<file path="src/rtl/ebi_bridge_pkg.sv">
// ebi_write_bridge shared types.
// Command bundle, FSM state and status word layout.
package ebi_bridge_pkg;

  typedef struct packed {
    logic [2:0]  bank;
    logic [15:0] addr;
    logic [15:0] data;
  } wr_cmd_t;

  typedef enum logic [1:0] {
    IDLE,
    ADDR,
    DATA,
    READ
  } ebi_state_t;

  localparam logic [2:0] BANK_OAM     = 3'd0;
  localparam logic [2:0] BANK_SPRITE  = 3'd1;
  localparam logic [2:0] BANK_TAM     = 3'd2;
  localparam logic [2:0] BANK_PALETTE = 3'd3;

  localparam int STATUS_OVF_BIT = 15;

  function automatic logic [15:0] status_word(
    input logic       ovf,
    input logic [7:0] lvl
  );
    logic [15:0] s;
    s = '0;
    s[STATUS_OVF_BIT] = ovf;
    s[7:0] = lvl;
    return s;
  endfunction

endpackage

</file>
<file path="src/rtl/ebi_write_bridge_fifo.sv">
// Synchronous write-command FIFO.
// A push on full only lands if a pop frees a slot that same cycle.
import ebi_bridge_pkg::*;

module cmd_fifo #(
  parameter int DEPTH = 4
) (
  input  logic                     clk,
  input  logic                     rst_n,
  input  logic                     push,
  input  wr_cmd_t                  din,
  input  logic                     pop,
  output wr_cmd_t                  dout,
  output logic                     full,
  output logic                     empty,
  output logic [$clog2(DEPTH):0]   level
);

  localparam int AW = $clog2(DEPTH);
  localparam int LW = AW + 1;

  wr_cmd_t       mem [DEPTH];
  logic [AW-1:0] wr_ptr;
  logic [AW-1:0] rd_ptr;
  logic [LW-1:0] count;
  logic          wr_en;
  logic          rd_en;

  assign full  = (count == LW'(DEPTH));
  assign empty = (count == '0);
  assign level = count;
  assign dout  = mem[rd_ptr];
  assign rd_en = pop & ~empty;
  assign wr_en = push & (~full | rd_en);

  always_ff @(posedge clk or negedge rst_n) begin
    if (!rst_n) begin
      for (int i = 0; i < DEPTH; i++) mem[i] <= '0;
      wr_ptr <= '0;
      rd_ptr <= '0;
      count  <= '0;
    end else begin
      if (wr_en) begin
        mem[wr_ptr] <= din;
        wr_ptr <= wr_ptr + 1'b1;
      end
      if (rd_en) rd_ptr <= rd_ptr + 1'b1;
      count <= count + LW'(wr_en) - LW'(rd_en);
    end
  end

endmodule

</file>
<file path="src/rtl/ebi_write_bridge.sv">
// EBI write bridge: async MCU bus to clk_100m write commands.
// Reads return {overflow, 7'b0, occupancy}.
import ebi_bridge_pkg::*;

module ebi_write_bridge #(
  parameter int FIFO_DEPTH  = 4,
  parameter int SYNC_STAGES = 2,
  parameter int AUTO_INC    = 1
) (
  input  logic        clk_100m,
  input  logic        btn_rst,
  input  logic [15:0] ebi_ad_in,
  output logic [15:0] ebi_ad_out,
  output logic        ebi_ad_oe,
  input  logic        ebi_ale,
  input  logic        ebi_we,
  input  logic        ebi_re,
  input  logic [2:0]  bank_select,
  output logic        wr_valid,
  input  logic        wr_ready,
  output logic [2:0]  wr_bank,
  output logic [15:0] wr_addr,
  output logic [15:0] wr_data,
  output logic        overflow
);

  localparam int LW = $clog2(FIFO_DEPTH) + 1;

  typedef struct packed {
    logic        ale;
    logic        we;
    logic        re;
    logic [2:0]  bank;
    logic [15:0] ad;
  } pins_t;

  pins_t      sync_q [SYNC_STAGES];
  pins_t      s;
  logic       ale_p, we_p, re_p;
  logic       ale_fall, ale_rise, we_rise;
  logic       re_fall, re_rise;

  ebi_state_t  state;
  logic [15:0] addr_reg;
  logic [2:0]  bank_reg;
  logic        push_q;
  wr_cmd_t     push_cmd;
  wr_cmd_t     head;
  logic        full, empty, pop, ovf_set;
  logic [LW-1:0] level;
  logic [15:0] status;

  assign s = sync_q[SYNC_STAGES-1];

  // AD rides the same chain as the strobes so it stays aligned.
  always_ff @(posedge clk_100m or negedge btn_rst) begin
    if (!btn_rst) begin
      for (int i = 0; i < SYNC_STAGES; i++) sync_q[i] <= '0;
      ale_p <= 1'b0;
      we_p  <= 1'b0;
      re_p  <= 1'b0;
    end else begin
      sync_q[0] <= '{ale: ebi_ale, we: ebi_we, re: ebi_re,
                     bank: bank_select, ad: ebi_ad_in};
      for (int i = 1; i < SYNC_STAGES; i++) sync_q[i] <= sync_q[i-1];
      ale_p <= s.ale;
      we_p  <= s.we;
      re_p  <= s.re;
    end
  end

  assign ale_fall = ale_p & ~s.ale;
  assign ale_rise = ~ale_p & s.ale;
  assign we_rise  = ~we_p & s.we;
  assign re_fall  = re_p & ~s.re;
  assign re_rise  = ~re_p & s.re;

  assign wr_valid = ~empty;
  assign pop      = wr_valid & wr_ready;
  assign ovf_set  = push_q & full & ~pop;
  assign status   = status_word(overflow, 8'(level));

  always_ff @(posedge clk_100m or negedge btn_rst) begin
    if (!btn_rst) begin
      state      <= IDLE;
      addr_reg   <= '0;
      bank_reg   <= '0;
      push_q     <= 1'b0;
      push_cmd   <= '0;
      overflow   <= 1'b0;
      ebi_ad_out <= '0;
      ebi_ad_oe  <= 1'b0;
    end else begin
      push_q <= 1'b0;
      if (ovf_set) overflow <= 1'b1;
      else if (state == READ && re_rise) overflow <= 1'b0;
      unique case (state)
        IDLE: if (ale_fall) state <= ADDR;
        ADDR: begin
          if (ale_rise) begin
            addr_reg <= s.ad;
            bank_reg <= s.bank;
            state    <= DATA;
          end
        end
        DATA: begin
          if (re_fall) begin
            state      <= READ;
            ebi_ad_oe  <= 1'b1;
            ebi_ad_out <= status;
          end else if (we_rise && s.re) begin
            push_q   <= 1'b1;
            push_cmd <= '{bank: bank_reg, addr: addr_reg, data: s.ad};
            if (AUTO_INC != 0) addr_reg <= addr_reg + 16'd1;
          end else if (ale_fall) begin
            state <= ADDR;
          end
        end
        READ: begin
          ebi_ad_out <= status;
          if (re_rise) begin
            ebi_ad_oe  <= 1'b0;
            ebi_ad_out <= '0;
            state      <= DATA;
          end
        end
        default: state <= IDLE;
      endcase
    end
  end

  cmd_fifo #(
    .DEPTH(FIFO_DEPTH)
  ) u_fifo (
    .clk   (clk_100m),
    .rst_n (btn_rst),
    .push  (push_q),
    .din   (push_cmd),
    .pop   (pop),
    .dout  (head),
    .full  (full),
    .empty (empty),
    .level (level)
  );

  assign wr_bank = head.bank;
  assign wr_addr = head.addr;
  assign wr_data = head.data;

endmodule

</file>
<file path="config.mk">
export PLATFORM = sky130hd
export DESIGN_NAME = ebi_write_bridge
export DESIGN_NICKNAME = d
export VERILOG_FILES = /design/src/rtl/ebi_bridge_pkg.sv /design/src/rtl/ebi_write_bridge_fifo.sv /design/src/rtl/ebi_write_bridge.sv
export SDC_FILE = /design/constraint.sdc
export NUM_CORES = 1
export LEC_CHECK = 0
export BUFFER_PORTS_ARGS = -buffer_cell sky130_fd_sc_hd__buf_2
export CAP_MARGIN = 10
export CORE_MARGIN = 3
export CORE_UTILIZATION = 54
export DETAILED_ROUTE_END_ITERATION = 8
export PLACE_DENSITY = 0.84
export SYNTH_ARGS = -nofsm -noshare
export SYNTH_HDL_FRONTEND = slang
export SYNTH_SLANG_ARGS = --single-unit
export TNS_END_PERCENT = 50
</file>
<file path="constraint.sdc">
create_clock -name clk_100m -period 1.7 [get_ports clk_100m]
set_input_delay 0.085 -clock clk_100m [delete_from_list [all_inputs] [get_ports clk_100m]]
set_output_delay 0.085 -clock clk_100m [all_outputs]
set_load 0.03 [all_outputs]
</file>
==> out/metrics.csv, run 1 <==
metric;value;unit
async set-reset flop share out of synthesis;100;%
GP Congestion;0.817;
DR vias/cell;5.76;
Core Area;20400;um2
Die Span Y;150;um
Initial Util;55.2;%
DP HPWL;14400;um
Detailed Routing Iterations Pass 1;5;
Clock Latency Late Sink;0.55;ns
hold path cells;4;
Fin Clk Skew;0.0197;ns
unrepaired setup endpoints after global routing;true;
Max Transition Viols Final;0;
Tmin final;2.04;ns
Ys Warns;0;
Syn Inst Count;678;
Largest Register;u_fifo.mem;
Rows;52;
Max Fclk;489;MHz
Final ANT Viol Nets;0;
status;finished with violations;
layout cells sized above 1;50.3;%
number of flops mapped to enable cells by yosys;0;
CP max stage delay;0.56;ns
Power Density;1480;nW/um2
Max Root-Sink Buffers;3;
static leakage;7.03;nW
die area;22600;um2
CP required;1.62;ns
placed insts;1025;
# port buffers;66;
Worst-path clk slew;0.06;ns
post-route cell area;14200;um2
top flop regs;u_fifo.mem: 140 flops, push_cmd: 35 flops;
failing checks;negative setup slack;
crit path cell chain;buf_12 -> mux4_2 -> buf_6;
sequential fraction of the synthesis area;57.2;%
Die Span X;150;um
# DRC;0;
Hold Crit Class;in -> reg;
Startpoint Class;flop;
Mean Syn Cell Area;16.6;um2
CP Max Fanout;19;
num ports;79;
final total power;20.9;mW
# Max-Cap Violations;0;
R2R depth;7;
Area growth syn-to-layout;25.9;%
CP max-delay cell;mux4_2;
CP Capture Type;primary output;
Non-Filler Instances;1125;
crit path DAT;1.96;ns
Vias;6480;
CTS Root Cell;clkbuf_16;
Final Setup Violations;181;
Area after DPL;12200;um2
CTS buffer count;28;
most common cell after layout, fill and taps aside;dfrtp_1;
vias in the first global route;7019;
total global-route track usage;23.2;%
first-pass GRT wire length;40700;um
initial DRC count;506;
initial antenna violation count;0;
WHS;0.0475;ns
Max VDD drop;0.000917;V
WL final;26200;um
most frequent cells in the layout;dfrtp_1, mux2_4, buf_6;
synthesized area;11300;um2
final hold violation count;0;
fill count;1156;
largest net degree at the start of global routing;60;
synthesis-stage register bit count;257;
net count reported at finish;866;
GRT overflow;0;
Setup WS post-layout;-0.344;ns
WL per Instance;23.3;um
CTS tree;built;
final core utilization;69.6;%
Crit Path Class;reg -> out;
H-tree levels;1;
max reg flops;140;
Synth Flop Type;dfrtp_1;
final worst path period share;120;%
diode count;0;
clk sinks;257;
Netlist cell types;53;
==> cell type report <==
class	count	area, um2	area share, %
sequential	257	6430	45.4
timing repair buffer	166	1980	13.9
tap	270	338	2.38
inverter	9	33.8	0.238
clock inverter	8	47.5	0.336
clock buffer	43	868	6.13
multi-input combinational	372	4470	31.6
==> repair_timing <==
item / in CTS / in global routing
hold buffers: 23 / 0
cloned: 8 / 0
gates resized for setup: 103 / 28
pin swaps: 1 / 6
hold endpoints to repair: 279 / 0
buffers inserted: 15 / 8
setup endpoints to repair: 179 / 185
==> logic make-up after synthesis <==
| kind of cell | Yosys count | share of synthesized area (%) |
|---|---|---|
| multiplexers | 215 | 29.0 |
| buffers and inverters | 60 | 4.70 |
| AND/OR/NAND/NOR | 64 | 3.64 |
| adder cells (fa/ha/maj) | 7 | 0.845 |
| XOR/XNOR | 5 | 0.389 |
| AO/OA/AOI/OAI | 69 | 4.23 |
| flip-flops | 257 | 57.2 |
| other | 1 | 0.0333 |
==> worst paths after layout <==
check | start | to | slack, ns
worst min register to register | sync_q[24] | s[2] | 0.34
min in group asynchronous | btn_rst | u_fifo.mem[126] | 0.07
worst max register to register | u_fifo.level[0] | u_fifo.mem[38] | -0.24
worst min-delay path | wr_ready | u_fifo.rd_ptr[1] | 0.05
max in group asynchronous | btn_rst | sync_q[26] | 0.91
worst max-delay path | u_fifo.rd_ptr[0] | wr_addr[0] | -0.34
==> cell usage after synthesis, types with 2 or more instances <==
library cell	n	share of area, %
nand2_1	17	0.57
nand3_1	9	0.40
xnor2_1	5	0.39
a2bb2oi_1	6	0.47
nand2_8	4	0.71
o21ai_0	18	0.80
buf_6	5	0.50
o22a_1	5	0.39
o22ai_1	4	0.22
a41o_1	2	0.18
mux4_2	35	7.0
clkbuf_1	6	0.20
buf_12	12	2.1
ha_1	6	0.67
and2_1	2	0.11
and4_1	3	0.23
buf_4	15	1.0
mux2_2	58	5.8
inv_1	9	0.30
nand4_1	4	0.22
mux2_4	120	16
a21oi_1	19	0.85
mux2i_1	2	0.18
dfrtp_1	257	57
a31oi_1	2	0.11
and3_1	2	0.11
buf_2	12	0.53
nor2_1	11	0.37
nor2b_1	4	0.22
==> power by group <==
| group | internal (mW) | switching [mW] |
|---|---|---|
| registers | 7.48 | 1.46 |
| clock network | 3.51 | 2.44 |
| logic | 3.24 | 2.81 |
| total | 14.2 | 6.72 |
==> stage by stage <==
stage | setup WS [ns] | setup TNS (ns)
3_5_place_dp | -0.107 | -9.13
5_1_grt | -0.395 | -43.79
6_report | -0.344 | -35.18
4_1_cts | -0.352 | -20.73
3_3_place_gp | -0.0535 | -4.09
2_1_floorplan | -0.0899 | -0.179
==> routing by layer <==
layer / global-route usage (%) / vias to the layer above / part of all wire, %
met2: 38.4 / 229 / 51
met4: 6.50 / 0 / 2.9
met3: 3.04 / 54 / 4.9
met5: 0 / - / 0
met1: 32.5 / 3420 / 41
li1: - / 2777 / -
==> worst max-delay path, delay by kind of cell, from the launching register on <==
family / cells / cell delay [ns]
flops: 1 / 0.46
mux: 1 / 0.56
buf+inv: 2 / 0.38
No activity file was read; power rests on OpenSTA's default activity.
==> run 2, diff against run 1 <==
--- a/config.mk
+++ b/config.mk
@@ -7,10 +7,12 @@
 export LEC_CHECK = 0
 export BUFFER_PORTS_ARGS = -buffer_cell sky130_fd_sc_hd__buf_2
 export CAP_MARGIN = 10
+export CELL_PAD_IN_SITES_DETAIL_PLACEMENT = 1
+export CELL_PAD_IN_SITES_GLOBAL_PLACEMENT = 1
 export CORE_MARGIN = 3
-export CORE_UTILIZATION = 54
+export CORE_UTILIZATION = 47
 export DETAILED_ROUTE_END_ITERATION = 8
-export PLACE_DENSITY = 0.84
+export PLACE_DENSITY = 0.85
 export SYNTH_ARGS = -nofsm -noshare
 export SYNTH_HDL_FRONTEND = slang
 export SYNTH_SLANG_ARGS = --single-unit
==> run 2 against run 1 <==
The flow still finishes with violations (negative setup slack). Die area grew 14%. Clock skew rose by 0.0049 ns. Worst hold slack gained 0.028 ns. Maximum frequency down 2.4%. Count of clock-buffer cells in the layout fell by 4. Largest cell class unchanged. Largest power group unchanged.
==> out/metrics.csv, run 2 (synthesis gave the netlist of run 1 again) <==
metric;value;unit;change
CP required;1.62;ns;about the same
CP Max Fanout;5;;was 19
Largest Register;u_fifo.mem;;unchanged
Detailed Routing Iterations Pass 1;5;;unchanged
Startpoint Class;flop;;unchanged
failing checks;negative setup slack;;unchanged
initial DRC count;504;;was 506
crit path DAT;2.01;ns;was 1.96 ns
Max VDD drop;0.000834;V;was 0.000917 V
Final ANT Viol Nets;0;;unchanged
initial antenna violation count;1;;was 0
# DRC;0;;unchanged
max reg flops;140;;unchanged
post-route setup TNS;-32.97;ns;was -35.18 ns
CTS Root Cell;clkbuf_16;;unchanged
placed insts;1076;;was 1,025
unrepaired setup endpoints after global routing;true;;unchanged
top flop regs;u_fifo.mem: 140 flops, push_cmd: 35 flops;;unchanged
layout cells sized above 1;51.4;%;was 50.3%
Non-Filler Instances;1182;;was 1,125
dpl ws;-0.168;ns;was -0.107 ns
Max Transition Viols Final;0;;unchanged
Slew @ Worst Pin;0.556;ns;
Setup WS post-layout;-0.395;ns;was -0.344 ns
WHS;0.0757;ns;was 0.0475 ns
Area after DPL;12300;um2;was 12,200 um2
# Max-Cap Violations;0;;unchanged
Fin Clk Skew;0.0247;ns;was 0.0197 ns
sequential fraction of design power;41.2;%;was 42.7%
CTS buffer count;27;;was 28
Crit Path Class;reg -> out;;unchanged
GP Congestion;0.776;;was 0.817
static leakage;7.06;nW;was 7.03 nW
vias in the first global route;7782;;was 7,019
Final Setup Violations;219;;was 181
Die Span X;161;um;was 150 um
relative slew slack;62.9;%;
status;finished with violations;;unchanged
num ports;79;;unchanged
Tmin final;2.10;ns;was 2.04 ns
final total power;22.2;mW;was 20.9 mW
Vias;7052;;was 6,480
Worst-path clk slew;0.06;ns;about the same
CP Capture Type;primary output;;unchanged
switching share of power;35.3;%;was 32.1%
Area growth syn-to-layout;27.3;%;was 25.9%
DR vias/cell;5.97;;was 5.76
die area;25800;um2;was 22,600 um2
WL per Instance;30.1;um;was 23.3 um
Pint;14.4;mW;was 14.2 mW
H-tree levels;1;;unchanged
Hold Crit Class;in -> async;;was in -> reg
DP HPWL;17400;um;was 14,400 um
Max Fclk;477;MHz;was 489 MHz
final worst path period share;123;%;was 120%
net count reported at finish;879;;was 866
Max Root-Sink Buffers;3;;unchanged
final hold violation count;0;;unchanged
Clock Latency Late Sink;0.57;ns;was 0.55 ns
Rows;55;;was 52
most frequent cells in the layout;dfrtp_1, mux2_4, buf_6;;unchanged
most common cell after layout, fill and taps aside;dfrtp_1;;unchanged
Logic pwr share;32.0;%;was 28.9%
Die Span Y;161;um;was 150 um
post-route cell area;14300;um2;was 14,200 um2
Net Sw Power;7.85;mW;was 6.72 mW
clk sinks;257;;unchanged
# port buffers;66;;unchanged
Power Density;1550;nW/um2;was 1480 nW/um2
CTS tree;built;;unchanged
Core Area;23100;um2;was 20,400 um2
Initial Util;48.8;%;was 55.2%
total global-route track usage;25.3;%;was 23.2%
GRT overflow;0;;unchanged
first-pass GRT wire length;50700;um;was 40,700 um
WL final;35600;um;was 26,200 um
Clock power frac;26.7;%;was 28.4%
final core utilization;62.1;%;was 69.6%
largest net degree at the start of global routing;61;;was 60
## run 2: cell count changes in the layout (fill, tap and decap cells not counted), sizes merged
| cell | change |
|---|---|
| diode | +1 |
| bufinv | +1 |
| nand2 | +1 |
| clkinvlp | +1 |
| clkbuf | +2 |
| buf | +7 |
| clkinv | +1 |
## run 2: path summary, 6_finish.rpt
kind                       cells after the start        startpoint        endpoint  slack [ns]
min in group clk_100m                          2      ebi_ad_in[4]      sync_q[26]        0.16
hold / removal                                 2           btn_rst   ebi_ad_out[0]        0.08
hold reg to reg                                0        sync_q[24]            s[2]        0.35
max in group asynchronous                      3           btn_rst           s[11]        0.92
setup reg to reg                               7   u_fifo.level[1]  u_fifo.mem[52]       -0.21
setup / recovery                               4  u_fifo.rd_ptr[0]     wr_addr[10]       -0.40
## run 2: layout make-up
| cell class | instances | area (um2) |
|---|---|---|
| fillers | 2062 | 8730 |
| clock buffers | 39 | 761 |
| clock inverters | 11 | 104 |
| well taps | 313 | 392 |
| inverters | 9 | 33.8 |
| flip-flops and latches | 257 | 6440 |
| repair buffers | 179 | 2050 |
| multi-input cells | 373 | 4540 |
| diodes | 1 | 2.50 |
## run 2: timing repair
| item | 4_1_cts | 5_1_grt |
|---|---|---|
| hold buffers | 23 | 0 |
| endpoints found under the setup margin | 188 | 212 |
| pin swaps | 2 | 9 |
| buffers inserted | 9 | 14 |
| resized for setup | 89 | 44 |
| cloned | 6 | 7 |
| endpoints found under the hold margin | 279 | 0 |
## run 2: routing by layer
layer / share of wire [%] / vias up / GRT usage, %
li1: - / 2798 / -
met1: 40 / 3788 / 33.4
met2: 51 / 360 / 43.5
met3: 5.7 / 106 / 3.71
met4: 3.9 / 0 / 8.25
met5: 0 / - / 0
## run 2: power by group through the flow
stage / Sequential, mW / Combinational [mW] / Clock (mW)
6_report: 9.17 / 7.12 / 5.95
5_1_grt: 9.29 / 7.43 / 6.30
4_1_cts: 8.89 / 6.11 / 5.86
3_5_place_dp: 8.94 / 5.63 / 0
3_3_place_gp: 8.77 / 5.30 / 0
2_1_floorplan: 8.52 / 3.84 / 0
## run 2: critical path: stages (launching register included)
cell and delay, ns:
dfrtp_2 0.42, buf_12 0.15, clkbuf_16 0.17, mux4_2 0.56, buf_6 0.17
==> run 3, diff against run 2 <==
--- a/config.mk
+++ b/config.mk
@@ -10,10 +10,11 @@
 export CELL_PAD_IN_SITES_DETAIL_PLACEMENT = 1
 export CELL_PAD_IN_SITES_GLOBAL_PLACEMENT = 1
 export CORE_MARGIN = 3
-export CORE_UTILIZATION = 47
+export CORE_UTILIZATION = 46
 export DETAILED_ROUTE_END_ITERATION = 8
 export PLACE_DENSITY = 0.85
 export SYNTH_ARGS = -nofsm -noshare
 export SYNTH_HDL_FRONTEND = slang
+export SYNTH_HIERARCHICAL = 1
 export SYNTH_SLANG_ARGS = --single-unit
 export TNS_END_PERCENT = 50
==> run 3 against run 2 <==
The run still ends with negative setup slack left. Count of clock-buffer cells in the layout decreased by 1. Register-to-register slack got worse by 0.31 ns. First-iteration DRC count increased by 17%. Global-route usage decreased by 1.3 points. Cell area decreased by 4.4%. Largest cell class unchanged.
==> out/metrics.csv, run 3 <==
metric;value;unit;change
Max Transition Viols Final;0;;unchanged
R2R depth;9;;was 7
Startpoint Class;flop;;unchanged
R2R Setup Slk;-0.52;ns;was -0.21 ns
relative slew slack;57.1;%;was 62.9%
vias in the first global route;7696;;was 7,782
most frequent cells in the layout;dfrtp_1, mux2_2, buf_6;;was dfrtp_1, mux2_4, buf_6
H-tree levels;1;;unchanged
# port buffers;66;;unchanged
Fin Clk Skew;0.0257;ns;was 0.0247 ns
CTS Root Cell;clkbuf_16;;unchanged
Max Fclk;450;MHz;was 477 MHz
first-pass GRT wire length;45900;um;was 50,700 um
Die Span Y;159;um;was 161 um
Tmin final;2.22;ns;was 2.10 ns
Yosys top cell area share;60.1;%;was 57.2%
die area;25100;um2;was 25,800 um2
RR Startpoint;u_fifo/level[0];;was u_fifo.level[1]
Crit Path Class;reg -> reg;;was reg -> out
largest net degree at the start of global routing;67;;was 61
CP Capture Type;flop;;was primary output
Core Area;22800;um2;was 23,100 um2
top cells by count, synth;dfrtp_1, mux2_2, mux4_2;;was dfrtp_1, mux2_4, mux2_2
CTS buffer count;26;;was 27
Final ANT Viol Nets;0;;unchanged
most common cell in the netlist;dfrtp_1;;unchanged
sequential fraction of the synthesis area;60.1;%;was 57.2%
Slew @ Worst Pin;0.642;ns;was 0.556 ns
clk sinks;257;;unchanged
FF-to-FF End;u_fifo/level[2];;was u_fifo.mem[52]
Ys Warns;6;;was 0
final hold violation count;0;;unchanged
Rows;55;;unchanged
failing checks;negative setup slack;;unchanged
synth top area cells;dfrtp_1, mux2_2, mux4_2, buf_6, buf_4;;was dfrtp_1, mux2_4, mux4_2, mux2_2, buf_12
synthesis-stage register bit count;257;;unchanged
DR vias/cell;5.84;;was 5.97
Max Root-Sink Buffers;3;;unchanged
WL final;32600;um;was 35,600 um
GP Congestion;0.830;;was 0.776
Hold Crit Class;in -> async;;unchanged
Crit path top cell by count;xnor2_1;;
Die Span X;159;um;was 161 um
initial antenna violation count;0;;was 1
# Max-Cap Violations;0;;unchanged
post-route setup TNS;-57.54;ns;was -32.97 ns
Clock Latency Late Sink;0.54;ns;was 0.57 ns
Syn Inst Count;693;;was 678
unrepaired setup endpoints after global routing;true;;unchanged
GRT overflow;0;;unchanged
final core utilization;60.1;%;was 62.1%
Power Density;1780;nW/um2;was 1550 nW/um2
WHS;0.0985;ns;was 0.0757 ns
Final Setup Violations;187;;was 219
crit path cell chain;nor3_4 -> nor2b_4 -> nor4b_4 -> nand2b_4 -> mux2i_1 -> ha_2 -> fa_2 -> xnor2_1 -> xnor2_1;;was buf_12 -> clkbuf_16 -> mux4_2 -> buf_6
diode count;0;;was 1
Vias;6922;;was 7,052
num ports;79;;unchanged
Netlist cell types;55;;was 53
total global-route track usage;24.1;%;was 25.3%
crit path DAT;2.66;ns;was 2.01 ns
net count reported at finish;886;;was 879
CP Max Fanout;3;;was 5
Largest Register;u_fifo/mem;;was u_fifo.mem
DP HPWL;16600;um;was 17,400 um
Worst-path clk slew;0.07;ns;was 0.06 ns
async set-reset flop share out of synthesis;100;%;unchanged
Detailed Routing Iterations Pass 1;7;;was 5
synthesized area;10700;um2;was 11,300 um2
static leakage;6.30;nW;was 7.06 nW
Initial Util;47.0;%;was 48.8%
top flop regs;u_fifo/mem: 140 flops, push_cmd: 35 flops;;was u_fifo.mem: 140 flops, push_cmd: 35 flops
number of flops mapped to enable cells by yosys;0;;unchanged
CP required;2.14;ns;was 1.62 ns
status;finished with violations;;unchanged
Setup WS post-layout;-0.521;ns;was -0.395 ns
Synth Flop Type;dfrtp_1;;unchanged
final worst path period share;131;%;was 123%
Max VDD drop;0.00113;V;was 0.000834 V
WL per Instance;27.5;um;was 30.1 um
max reg flops;140;;unchanged
Mean Syn Cell Area;15.5;um2;was 16.6 um2
CP max-delay cell;dfrtp_2;;was mux4_2
area leader, netlist;dfrtp_1;;unchanged
layout cells sized above 1;49.6;%;was 51.4%
Area growth syn-to-layout;27.8;%;was 27.3%
initial DRC count;590;;was 504
most common cell after layout, fill and taps aside;dfrtp_1;;unchanged
# DRC;0;;unchanged
CP max stage delay;0.42;ns;was 0.56 ns
CTS tree;built;;unchanged
==> run 3: final cells by class <==
type | instances | area (um2)
fill | 2044 | 9090
sequential | 257 | 6440
multi-input combinational | 388 | 4030
timing repair buffer | 172 | 1990
clock buffer | 38 | 757
tap | 313 | 392
clock inverter | 9 | 45.0
inverter | 9 | 36.3
==> run 3: power by group <==
part	internal (mW)	leakage (nW)	switching, mW
Clock	3.08	0.405	2.46
Combinational	4.55	2.59	4.41
Sequential	8.00	3.30	1.88
Total	15.6	6.30	8.75
==> run 3: kinds of logic after synthesis <==
group,synth area share [%]
DFF,60.1
muxes,26.4
and+or+nand+nor,4.00
AOI/OAI and AO/OA,4.51
buffers and inverters,3.74
adders and majority gates,0.888
xor gates and xnor gates,0.409
other,0.0350
==> run 3: critical path, delay by kind of cell (launching register included) <==
kind | cells | cell delay [ns]
xor+xnor | 2 | 0.31
fa+ha+maj | 2 | 0.55
flops | 1 | 0.42
mux | 1 | 0.10
simple gates | 4 | 0.76
==> run 3: worst max-delay path by stage <==
stage / from / end / slack [ns] / depth (start not counted)
after floorplan: u_fifo/level[2] / u_fifo/level[2] / -0.57 / 9
after detailed placement: u_fifo/level[2] / u_fifo/level[2] / -0.46 / 9
after global routing: u_fifo/level[0] / u_fifo/level[2] / -0.62 / 9
after global placement: u_fifo/level[2] / u_fifo/level[2] / -0.36 / 8
after CTS: u_fifo/level[2] / u_fifo/level[2] / -0.47 / 9
final: u_fifo/level[0] / u_fifo/level[2] / -0.52 / 9
==> run 3: stage by stage <==
step	worst slack, ns	cells	power [mW]	area, um2
floorplan	-0.570	704	14.1	10800
global placement	-0.363	1086	16.3	11800
global route	-0.622	1186	25.4	13700
detailed placement	-0.456	1086	16.8	11800
CTS	-0.474	1176	23.6	13400
finish	-0.521	1186	24.4	13700
==> run 3: routing by layer <==
layer	GRT usage [%]	vias up	wire length [um]
met3	3.29	95	1810
li1	-	2832	-
met1	30.5	3684	12800
met4	7.78	0	1390
met5	0	-	0
met2	42.9	311	16600
==> run 3: what timing repair did <==
item / CTS / global route
hold buffers: 23 / 0
endpoints found under the hold margin: 246 / 0
gates cloned: 8 / 4
endpoints found under the setup margin: 181 / 217
pin swaps: 3 / 5
gates resized for setup: 88 / 29
setup buffers: 12 / 10
